File: src/rtl/tdm_pkg.sv
// Shared definitions for the TDM receive path.
// Slot numbering and lock-state encoding.
package tdm_pkg;

  localparam int NUM_SLOTS = 4;

  localparam logic [1:0] SLOT_A = 2'd0;
  localparam logic [1:0] SLOT_B = 2'd1;
  localparam logic [1:0] SLOT_C = 2'd2;
  localparam logic [1:0] SLOT_D = 2'd3;

  typedef enum logic {
    ST_HUNT = 1'b0,
    ST_LOCK = 1'b1
  } state_t;

  function automatic logic [1:0] next_slot(
    input logic [1:0] slot
  );
    return slot + 2'd1;
  endfunction

endpackage

File: src/rtl/demux1_4.sv
// Slot decoder: binary slot plus capture enable
// to one-hot channel write enables.
module demux1_4
  import tdm_pkg::*;
(
  input  logic       en_cap,
  input  logic [1:0] slot,
  output logic [3:0] we
);

  always_comb begin
    we = 4'b0000;
    if (en_cap) begin
      unique case (1'b1)
        (slot == SLOT_A): we = 4'b0001;
        (slot == SLOT_B): we = 4'b0010;
        (slot == SLOT_C): we = 4'b0100;
        (slot == SLOT_D): we = 4'b1000;
        default:          we = 4'b0000;
      endcase
    end
  end

endmodule

File: src/rtl/tdm_demux4.sv
// Receive-side 1:4 TDM demultiplexer with
// frame-sync lock and realignment.
module tdm_demux4
  import tdm_pkg::*;
#(
  parameter int WIDTH       = 1,
  parameter bit LATCH_FRAME = 1'b0
) (
  input  logic             clk,
  input  logic             rst_n,
  input  logic             en,
  input  logic             sync,
  input  logic [WIDTH-1:0] din,
  output logic [WIDTH-1:0] out_a,
  output logic [WIDTH-1:0] out_b,
  output logic [WIDTH-1:0] out_c,
  output logic [WIDTH-1:0] out_d,
  output logic [1:0]       s,
  output logic [3:0]       valid,
  output logic             frame_done,
  output logic             locked,
  output logic             sync_err
);

  state_t           state;
  logic [1:0]       s_q;
  logic             cap;
  logic             realign;
  logic             last;
  logic [1:0]       slot;
  logic [3:0]       we;
  logic [WIDTH-1:0] ch_q [NUM_SLOTS];

  // A sync always forces slot 0, in HUNT and LOCK alike.
  assign cap     = en & ((state == ST_LOCK) | sync);
  assign slot    = sync ? SLOT_A : s_q;
  assign realign = en & sync
                 & (state == ST_LOCK)
                 & (s_q != SLOT_A);
  assign last    = cap & (slot == SLOT_D);

  demux1_4 u_dec (
    .en_cap (cap),
    .slot   (slot),
    .we     (we)
  );

  always_ff @(posedge clk or negedge rst_n) begin
    if (!rst_n) begin
      state      <= ST_HUNT;
      s_q        <= SLOT_A;
      locked     <= 1'b0;
      frame_done <= 1'b0;
      sync_err   <= 1'b0;
    end else begin
      frame_done <= last;
      sync_err   <= realign;
      if (cap) begin
        s_q <= next_slot(slot);
        if (state == ST_HUNT) begin
          state  <= ST_LOCK;
          locked <= 1'b1;
        end
      end
    end
  end

  generate
    if (LATCH_FRAME) begin : g_latch
      logic [WIDTH-1:0] shadow [NUM_SLOTS-1];

      always_ff @(posedge clk or negedge rst_n) begin
        if (!rst_n) begin
          for (int i = 0; i < NUM_SLOTS - 1; i++)
            shadow[i] <= '0;
          for (int i = 0; i < NUM_SLOTS; i++)
            ch_q[i] <= '0;
          valid <= 4'b0000;
        end else begin
          for (int i = 0; i < NUM_SLOTS - 1; i++)
            if (we[i]) shadow[i] <= din;
          // Slot d bypasses its shadow so the
          // whole frame lands on one edge.
          if (last) begin
            for (int i = 0; i < NUM_SLOTS - 1; i++)
              ch_q[i] <= shadow[i];
            ch_q[NUM_SLOTS-1] <= din;
          end
          valid <= {4{last}};
        end
      end
    end else begin : g_direct
      always_ff @(posedge clk or negedge rst_n) begin
        if (!rst_n) begin
          for (int i = 0; i < NUM_SLOTS; i++)
            ch_q[i] <= '0;
          valid <= 4'b0000;
        end else begin
          for (int i = 0; i < NUM_SLOTS; i++)
            if (we[i]) ch_q[i] <= din;
          valid <= we;
        end
      end
    end
  endgenerate

  assign s     = s_q;
  assign out_a = ch_q[0];
  assign out_b = ch_q[1];
  assign out_c = ch_q[2];
  assign out_d = ch_q[3];

endmodule

File: config.mk
export PLATFORM = sky130hd
export DESIGN_NAME = tdm_demux4
export DESIGN_NICKNAME = d
export VERILOG_FILES = /design/src/rtl/tdm_pkg.sv /design/src/rtl/demux1_4.sv /design/src/rtl/tdm_demux4.sv
export SDC_FILE = /design/constraint.sdc
export NUM_CORES = 1
export LEC_CHECK = 0
export ABC_CLOCK_PERIOD_IN_PS = 3570
export CELL_PAD_IN_SITES_DETAIL_PLACEMENT = 0
export CELL_PAD_IN_SITES_GLOBAL_PLACEMENT = 1
export CORE_AREA = 2 2 42 44
export DETAILED_ROUTE_END_ITERATION = 10
export DIE_AREA = 0 0 44 46
export GPL_ROUTABILITY_DRIVEN = 0
export HOLD_SLACK_MARGIN = 0.05
export PLACE_DENSITY = 0.77
export SYNTH_ARGS = -nofsm -noshare
export SYNTH_HDL_FRONTEND = slang
export SYNTH_HIERARCHICAL = 1
export SYNTH_SLANG_ARGS = --single-unit
File: constraint.sdc
create_clock -name clk -period 3.57 [get_ports clk]
set_input_delay 0.714 -clock clk [delete_from_list [all_inputs] [get_ports clk]]
set_output_delay 0.714 -clock clk [all_outputs]
set_load 0.02 [all_outputs]
Word-level counts from Yosys, hierarchy flattened --
Index checks and enable logic that the tools add are counted.
Operators by class: $add $sub $neg 1, multiply operators 0, div/mod/pow operators 0, $lt $le $gt $ge 0, equal/unequal tests 3, shift-type cells 0, multiplexer cells 3, bitwise logic cells 7, reduce and logical (&&, ||, !) cells 3
Operators by type and width (number):
- $pmux W4 S4 | 1
- $and A1 B1 Y1 | 5
- $eq A2 B2 Y1 const B | 2
- $mux W4 | 1
- $add A2 B1 Y2 const B | 1
- $eq A2 B1 Y1 const B | 1
- $logic_not A2 Y1 | 1
- $mux W2 | 1
- $reduce_and A2 Y1 | 1
- $reduce_bool A2 Y1 | 1
- $not A1 Y1 | 1
- $or A1 B1 Y1 | 1
Word-level totals: bits in registers 14, bits in latches 0, RAM bits 0, memory bits (read-only) 0, input port bits 5, output and inout bits 13, word-level logic and storage cells 27, memories 0

Longest topological paths before layout --
Gate-level depths: netlist of the first run.
word-level depth 4, mapped depth 3, gate-level depth less buffers 3

By module --
The synthesis of the first run kept the hierarchy.
By module, submodules not included:
- tdm_demux4 | times used 1, cells an instance 31, area an instance 495.5 µm², seq. area each 350.3 µm²
- demux1_4 | times used 1, cells an instance 4, area an instance 37.5 µm², seq. area each 0.0 µm²

Worst setup path before layout of the first run --
No wires, ideal clock.
path type input to register, start point input sync, end point register ch_q (netlist bit out_d), library setup time 0.125 ns, data arrival time 1.516 ns, slack 1.930 ns, cell stages on the path 3, buffers on the path 0, cells stage by stage nor2b_1 > and3_2 > mux2_2
On the way: word-level cells in the longest chain between the ends 4, elaborated cells between the ends (all ways) 9
Ends and longest elaborated chain:
- start: declaration | line tdm_demux4.sv:12 | input logic sync,
- $mux W2 | line tdm_demux4.sv:36 | assign slot = sync ? SLOT_A : s_q;
- $eq A2 B2 Y1 (tied with other cells) | line demux1_4.sv:18 | (slot == SLOT_D): we = 4'b1000;
- $pmux W4 S4 | line demux1_4.sv:14 | unique case (1'b1)
- $mux W4 * | line demux1_4.sv:13 | if (en_cap) begin
- via we[3] | line tdm_demux4.sv:31 | logic [3:0] we;
- end signal: indexed assignment | line tdm_demux4.sv:100 | if (we[i]) ch_q[i] <= din;
- end: declaration | line tdm_demux4.sv:32 | logic [WIDTH-1:0] ch_q [NUM_SLOTS];
The timed path passes the listed nets; every way through them passes the cells marked *. A chain may end at the register's enable or synchronous reset.

Final worst setup path of the first run --
start point register s_q[0], in the netlist s[0], end point output s[0]
RTL lines:
- start: declaration | line tdm_demux4.sv:26 | logic [1:0] s_q;
- start signal: assignment | line tdm_demux4.sv:59 | s_q <= next_slot(slot);
- end: declaration | line tdm_demux4.sv:18 | output logic [1:0] s,
No word-level cell between the ends.

==> results.yml, run 1 <==
detailed_routing:
  drc: 0
  dr_total_vias: 348
  routed_wl_um: 936
  via_per_inst: 4.77
  ant_nets: 0
  firstDrtPassIters: 2
  wl_per_cell_um: 12.8
  drtIter0Drc: 2
synth:
  syn_avg_cell_area_um2: 15.2
  synth_mux_area_share_pct: 11.3
  syn_inst: 35
  yosys-top-cells-count: "dfrtp_1, mux2_2, and3b_1, nor2b_1"
  synth_edf_count: 0
  synthesis.nets: 41
  ys_warn_count: 6
  yosysTopAreaCellShare_pct: 65.7
  synth_adder_area_share_pct: 2.35
  synth-seq-cells: 14
  seq_area_frac_synth_pct: 65.7
  ys.flop_type: "dfrtp_1"
  ys_top_cells_by_area: "dfrtp_1, mux2_2, and3b_1, mux2_4, ha_1"
  syn_area_um2: 533
  synthXorXnorAreaFrac_pct: 0
  synth_top_family_by_area: "simple AND/OR/NAND/NOR gates"
  synth_most_common_cell: "dfrtp_1"
  synth_simple_gate_area_share_pct: 14.1
  ys_types: 17
  synth_compound_area_share_pct: 6.57
  yosysTopAreaCell: "dfrtp_1"
  synthArstFlopShare_pct: 100
sta:
  drv_slew: 0
  fmax_mhz: 492
  rsz0062_at_grt: "false"
  layout_setup_ws_ns: 1.54
  tns_ns: 0
  setup_viol: 0
  worst_pin_slew_ns: 0.602
  holdWs_ns: 0.484
  fin_crit_ns: 2.03
  final_hold_viol_count: 0
  min_period_over_period_pct: 57.0
  finClkSkew_ns: 0.00392
  relSlewSlack_pct: 59.7
global_routing:
  grt_overflow: 0
  grt_max_degree: 15
  grt_pass1_vias: 328
  grt_usage_pct: 11.2
  antenna_found_initial: 0
  grt_pass1_wl_um: 1510
clock_network:
  postCtsHoldBufs: 0
  cts_tree: "yes"
  clk_path_buf_depth: 2
  clock_sinks: 14
  htree_levels: 1
  cts_buffers: 3
  ctsResizeCount: 0
  cts_root_buffer: "clkbuf_4"
  clk_latency_ns: 0.29
  cts.clk_slew.worst_paths_ns: 0.08
  cts_setup_buffers: 0
layout:
  finalNonFillerCells: 73
  layout-area-overhead-vs-synth_pct: 42.7
  layout-drive-gt1-share_pct: 19.6
  fin_nets: 63
  num_antenna_cells: 0
  post-route-util_pct: 47.1
  fillers: 151
floorplanning:
  io_pins: 18
  die_area_mm2: 0.00202
  fp.dieW_um: 44
  num_rows: 15
  die_y_um: 46
  start_util_pct: 33.0
  core_area_mm2: 0.00161
job:
  drv_cap: 0
power:
  cellLeakagePower_uw: 0.000332
  irDropWorstVdd_uv: 246
  powerDensity_mw_per_mm2: 631
placement:
  place_inst: 69
  dp_hpwl_um: 709
  port_buffers: 17
  post-place-ws_ns: 1.27
status:
  status: "completed"
setup_path:
  start_kind: "register"
  end_kind: "output port"
  cp_top_family: "buffers and inverters"
  cp.required_ns: 2.86
  cp_cell_sequence: "clkdlybuf4s50_1"
  cp_max_fo: 5
  critical_path_class: "register to output port"
  slowest_delay_ns: 0.62
  crit_slowest_cell: "clkdlybuf4s50_1"
  critPathArrivalTime_ns: 1.32
  path_buf_inv: 1
hold_path:
  worstHoldPathType: "register to register"
[power by group]
group / switching [µW] / internal [µW] / total, µW
clock: 52.3 / 62.2 / 114
sequential: 17.2 / 190 / 207
combinational: 72.2 / 86.2 / 158
total: 142 / 338 / 480
[cell usage in the layout (no fill, tap or decap)]
master,instances
and2_1,1
nand2_1,1
mux2_4,1
mux2_2,4
clkbuf_8,1
clkdlybuf4s50_1,17
a311oi_1,1
ha_1,1
nor2_1,1
dfrtp_1,14
nor2b_1,2
o21bai_1,1
and3b_1,2
clkbuf_4,3
o2111a_1,1
and3_2,1
nor3b_2,1
o21a_1,1
nor3_1,1
nand2b_1,1
[registers in the layout (all words and copies together) (netlist names)]
name	cells
out_b	1
state	1
s	2
frame_done	1
valid	4
sync_err	1
locked	1
out_c	1
out_a	1
out_d	1
[logic make-up after synthesis]
family | Yosys count
adder cells (fa/ha/maj) | 1
multiplexers | 5
AO/OA/AOI/OAI | 4
AND/OR/NAND/NOR | 11
flip-flops | 14
[worst reg2reg max path, delay by kind of cell, from the launching register on]
kind          cells  cell delay [ns]
flops             1             0.41
mux               1             0.33
simple gates      2             0.64
[stage by stage]
step                total power, µW  area (µm²)
floorplan                       290         533
global placement                370         724
detailed placement              371         724
CTS                             487         761
global route                    505         761
finish                          480         761
[layout make-up]
class	instances	area, µm²	area share, %
sequential	14	350	46.1
multi-input combinational	21	183	24.0
timing repair buffer	17	170	22.4
clock buffer	4	36.3	4.77
tap	17	21.3	2.80
[per-layer routing]
layer  vias up  global-route usage, %  routed length [µm]
met5         -                      0                   0
met4         0                   10.9                  27
met3         3                   3.57                  41
met2        12                   16.2                 448
met1       167                   12.8                 419
li1        166                      -                   -
[path summary, 6_finish.rpt]
kind,start,end,slack [ns],cells after the start
min in group asynchronous,rst_n,s[1],0.80,1
worst min register to register,locked,locked,0.48,1
worst max register to register,s[0],out_d,2.08,3
worst max-delay path,s[0],s[0],1.54,1
max in group asynchronous,rst_n,valid[3],2.38,1
worst min-delay path,locked,locked,0.48,1
(Power assumes the default switching activity.)
==> run 2: changes to the inputs <==
ABC_CLOCK_PERIOD_IN_PS = 1750   (was 3570)
CORE_AREA = 2 2 46 48   (was 2 2 42 44)
DIE_AREA = 0 0 48 50   (was 0 0 44 46)
PLACE_DENSITY = 0.68   (was 0.77)
clock period = 1.75 ns   (was 3.57 ns; I/O delays follow)
==> run 2 against run 1 <==
Setup slack got worse by 1.5 ns. Hold slack got worse by 0.14 ns. Register-to-register slack got worse by 1.8 ns. Global-route usage fell by 1.3 points. Routed wire length rose by 6.2%. First-iteration DRC count fell by 50%. Sequential share of layout area fell by 3.2 points. Sequential cell count did not move. Cell count rose by 22%. Critical path depth did not move.
==> results.yml, run 2 (synthesized netlist as in run 1, its figures left out) <==
setup_path:
  cp_top_family: "buffers and inverters"
  cp_cell_sequence: "clkdlybuf4s50_1"
  worst_r2r_endpoint: "out_d"
  end_kind: "output port"
  critical_path_class: "register to output port"
  critPathArrivalTime_ns: 1.32
  rr_startpoint: "s[0]"
  cp_max_fo: 5
  cp.required_ns: 1.40
  start_kind: "register"
  path_buf_inv: 1
  slowest_delay_ns: 0.63
  rrSetupSlack_ns: 0.28
  crit_slowest_cell: "clkdlybuf4s50_1"
  reg2regPathDepth: 3
floorplanning:
  die_y_um: 50
  fp.dieW_um: 48
  core_area_mm2: 0.00190
  die_area_mm2: 0.00240
  io_pins: 18
  start_util_pct: 28.0
  num_rows: 16
sta:
  relSlewSlack_pct: 76.5
  rsz0062_at_grt: "false"
  min_period_over_period_pct: 95.7
  fin_crit_ns: 1.67
  tns_ns: 0
  fmax_mhz: 597
  setup_viol: 0
  worst_pin_slew_ns: 0.352
  finClkSkew_ns: 0.00650
  drv_slew: 0
  holdWs_ns: 0.343
  final_hold_viol_count: 0
detailed_routing:
  ant_nets: 0
  drtIter0Drc: 1
  wl_per_cell_um: 11.2
  dr_total_vias: 376
  routed_wl_um: 994
  firstDrtPassIters: 2
  via_per_inst: 4.22
  drc: 0
global_routing:
  top_usage_layer: "met2"
  antenna_found_initial: 0
  grt_pass1_vias: 377
  grt_pass1_wl_um: 1640
  use_met3_pct: 2.20
  grt_overflow: 0
  grt_usage_pct: 9.92
  use_met1_pct: 12.4
  grt_max_degree: 9
  grtUsageMet2_pct: 13.8
layout:
  regMostFlops: "valid"
  seq_area_um2: 350
  num_antenna_cells: 0
  final_common_cell: "clkdlybuf4s50_1"
  finalNonFillerCells: 89
  layout-drive-gt1-share_pct: 27.4
  largest_register_ffs: 4
  fin_nets: 69
  mostFrequentLayoutCells: "clkdlybuf4s50_1, dfrtp_1, buf_4"
  fillers: 177
  layout-area-overhead-vs-synth_pct: 53.5
  post-route-cell-area_um2: 818
  multi_input_area_um2: 183
clock_network:
  htree_levels: 1
  clk_path_buf_depth: 2
  postCtsHoldBufs: 0
  cts_tree: "yes"
  cts_buffers: 3
  cts_root_buffer: "clkbuf_4"
  clock_sinks: 14
  cts_setup_buffers: 0
  ctsResizeCount: 0
  clk_latency_ns: 0.27
  cts.clk_slew.worst_paths_ns: 0.09
placement:
  dp_hpwl_um: 757
  place_inst: 85
  port_buffers: 17
  post_dp_cell_area_um2: 782
power:
  finalPower_uw: 993
  irDropWorstVdd_uv: 539
  powerDensity_mw_per_mm2: 1210
  cellLeakagePower_uw: 0.000362
hold_path:
  worstHoldPathType: "input port to async pin"
job:
  drv_cap: 0
status:
  status: "completed"
run 2: cell count changes in the layout (fill, tap and decap cells not counted), sizes merged:
cell  change
buf       +6
run 2: how the worst max path moves through the flow:
stage                     cells after the start  endpoint  from
final                                         1      s[0]  s[0]
after global routing                          1      s[1]  s[1]
after CTS                                     1      s[0]  s[0]
after detailed placement                      4     out_d  sync
after global placement                        4     out_d  sync
after floorplan                               3     out_d  s[0]
run 2: final cells by class:
class                      count  area share (%)
timing repair buffer          23            26.3
sequential                    14            42.8
clock buffer                   4            4.43
tap                           27            4.13
multi-input combinational     21            22.3
run 2: per-stage QoR:
stage	setup slack, ns	util, %
4_1_cts	0.0751	43.0
6_report	0.0754	43.0
3_5_place_dp	-0.0837	41.1
2_1_floorplan	0.277	-
3_3_place_gp	-0.0822	41.1
5_1_grt	0.0239	43.0
run 2: report_power, final:
group	leakage [µW]	switching (µW)	total (µW)	internal (µW)
combinational	0.000170	151	342	191
sequential	0.000171	36.5	424	388
clock	0.0000210	100	227	126
total	0.000362	288	993	704
run 2: metal layers:
metal | share of wire, % | vias up
met5 | 0 | -
met4 | 2.9 | 0
met2 | 45 | 9
met3 | 5.1 | 2
li1 | - | 180
met1 | 47 | 185
==> variant: new RTL, settings of run 2 <==
The output `frame_done` loses its register stage (`frame_done` becomes a continuous assignment).
--- a/src/rtl/tdm_demux4.sv
+++ b/src/rtl/tdm_demux4.sv
@@ -51,8 +51,6 @@
       s_q        <= SLOT_A;
       locked     <= 1'b0;
-      frame_done <= 1'b0;
       sync_err   <= 1'b0;
     end else begin
-      frame_done <= last;
       sync_err   <= realign;
       if (cap) begin
@@ -65,4 +63,6 @@
     end
   end
+
+  assign frame_done = last;
 
   generate
Formal check against the unedited RTL: not equivalent (a bounded check fails within 4 cycles, from zero or initial values and one cycle with rst_n low).
==> variant against run 2 <==
Combinational power up 6.1%; sequential cell count down 1; via count down 3.7%; power down 6.5%; final area down 2.3%; area after synthesis down 4.7%; routed wire length down 6.4%; critical path depth up 1; non-clock buffer count up 3; worst setup slack worse by 0.021 ns; global-route usage down 0.35 points; worst hold slack better by 0.10 ns; largest power group unchanged; final cell count up 2.2%.
==> variant: results (changes against run 2) <==
| Metric | Value |
|---|---|
| Outcome | `completed (unchanged)` |
| Leak | `0.359 nW (was 0.362 nW)` |
| Top cells by area, synth | `dfrtp_1 64%, mux2_2 8.9%, and3b_1 3.4% (was dfrtp_1 66%, mux2_2 8.5%, and3b_1 3.3%)` |
| Slew headroom | `62.4% (was 76.5%)` |
| Vias in the first global route | `367 (was 377)` |
| Smallest hold slack | `0.446 ns (was 0.343 ns)` |
| Yosys warns | `6 (unchanged)` |
| Top post-synthesis cells by count | `13 x dfrtp_1, 4 x mux2_2, 2 x and3b_1, 2 x nor2b_1 (was 14 x dfrtp_1, 4 x mux2_2, 2 x and3b_1, 2 x nor2b_1)` |
| R2R cell count | `4 (was 3)` |
| Ys async rst share | `100% (unchanged)` |
| Post-cts resize count | `5 (was 0)` |
| Worst-Skew Late Latency | `0.26 ns` |
| Max FFs per register | `4 (unchanged)` |
| Critical Path AT | `1.35 ns (was 1.32 ns)` |
| Reg2reg start | `s[0] (unchanged)` |
| FMAX | `590 MHz (was 597 MHz)` |
| Post-DR wirelength/cell | `10.2 µm (was 11.2 µm)` |
| DR vias | `362 (was 376)` |
| Biggest register | `valid (unchanged)` |
| Max FO, Critical Path | `4 (was 5)` |
| Layout fillers | `192 (was 177)` |
| Post-Syn Nets | `40 (was 41)` |
| Seq/Total Area, Yosys | `64.0% (was 65.7%)` |
| Mapped Cells | `34 (was 35)` |
| Initial drt markers | `4 (was 1)` |
| Share of layout cells above drive strength 1 | `31.3% (was 27.4%)` |
| Critical R2R Capture | `out_a (was out_d)` |
| Input/output buffers | `17 (unchanged)` |
| First-pass GRT wire length | `1660 µm (was 1640 µm)` |
| Overall Global Routing Usage | `9.56% (was 9.92%)` |
| CTS Root Cell | `clkbuf_4 (unchanged)` |
| Pre-Repair DR Iteration Count | `3 (was 2)` |
| Final nets | `71 (was 69)` |
| Int Pwr | `0.653 mW (was 0.704 mW)` |
| Skew final | `0.00534 ns (was 0.00650 ns)` |
| Util after Layout | `42.0% (was 43.0%)` |
| HP Class | `input pin to asynchronous set/reset pin (unchanged)` |
| R2R setup slack | `0.36 ns (was 0.28 ns)` |
| DPL Wire Length | `737 µm (was 757 µm)` |
| Setup WS pre-CTS | `-0.442 ns (was -0.0837 ns)` |
| Largest net degree at the start of global routing | `14 (was 9)` |
| Placed inst area | `779 µm² (was 782 µm²)` |
| Setup bufs post-CTS | `0 (unchanged)` |
| Overall routed net length | `930 µm (was 994 µm)` |
| Post-Place Cells | `87 (was 85)` |
| Peak supply drop | `0.428 mV (was 0.539 mV)` |
[variant: cell types whose count changed in the layout (fill, tap and decap cells not counted), sizes merged]
cell	before	now
clkdlybuf4s50	17	15
buf	6	10
dfrtp	14	13
dlygate4sd2	0	1
[variant: layout make-up]
| class | instances | area share [%] |
|---|---|---|
| Tap cell | 27 | 4.23 |
| Timing Repair Buffer | 26 | 29.0 |
| Multi-Input combinational cell | 21 | 22.8 |
| Clock buffer | 4 | 3.29 |
| Sequential cell | 13 | 40.7 |
[variant: kinds of logic after synthesis]
family | after synthesis | share of synthesized area [%]
muxes | 5 | 11.8
adders and majority gates | 1 | 2.46
and+or+nand+nor | 11 | 14.8
AOI/OAI and AO/OA | 4 | 6.90
DFF | 13 | 64.0
[variant: how the worst max path moves through the flow]
stage | startpoint | endpoint | cells after the start
after floorplan | s[0] | frame_done | 3
after global placement | sync | frame_done | 5
after detailed placement | sync | frame_done | 5
after CTS | s[0] | s[0] | 2
after global routing | s[1] | s[1] | 2
final | s[0] | s[0] | 2
[variant: metal layers]
| metal | part of all wire [%] | GRT usage (%) | vias to the layer above | wire length [µm] |
|---|---|---|---|---|
| li1 | - | - | 182 | - |
| met4 | 0 | 2.70 | 0 | 0 |
| met2 | 47 | 12.4 | 7 | 434 |
| met3 | 2.5 | 3.30 | 0 | 23 |
| met1 | 51 | 14.7 | 173 | 472 |
| met5 | 0 | 0 | - | 0 |
[variant: critical path: stages, from the launching register on]
cell and delay (ns):
dfrtp_1 0.36, buf_4 0.13, clkdlybuf4s50_1 0.59
[variant: power groups by stage]
stage	logic, mW	registers, mW	clock network (mW)
floorplan	0.0842	0.482	0
global placement	0.367	0.396	0
detailed placement	0.368	0.398	0
CTS	0.367	0.392	0.183
global route	0.390	0.402	0.201
finish	0.363	0.390	0.175
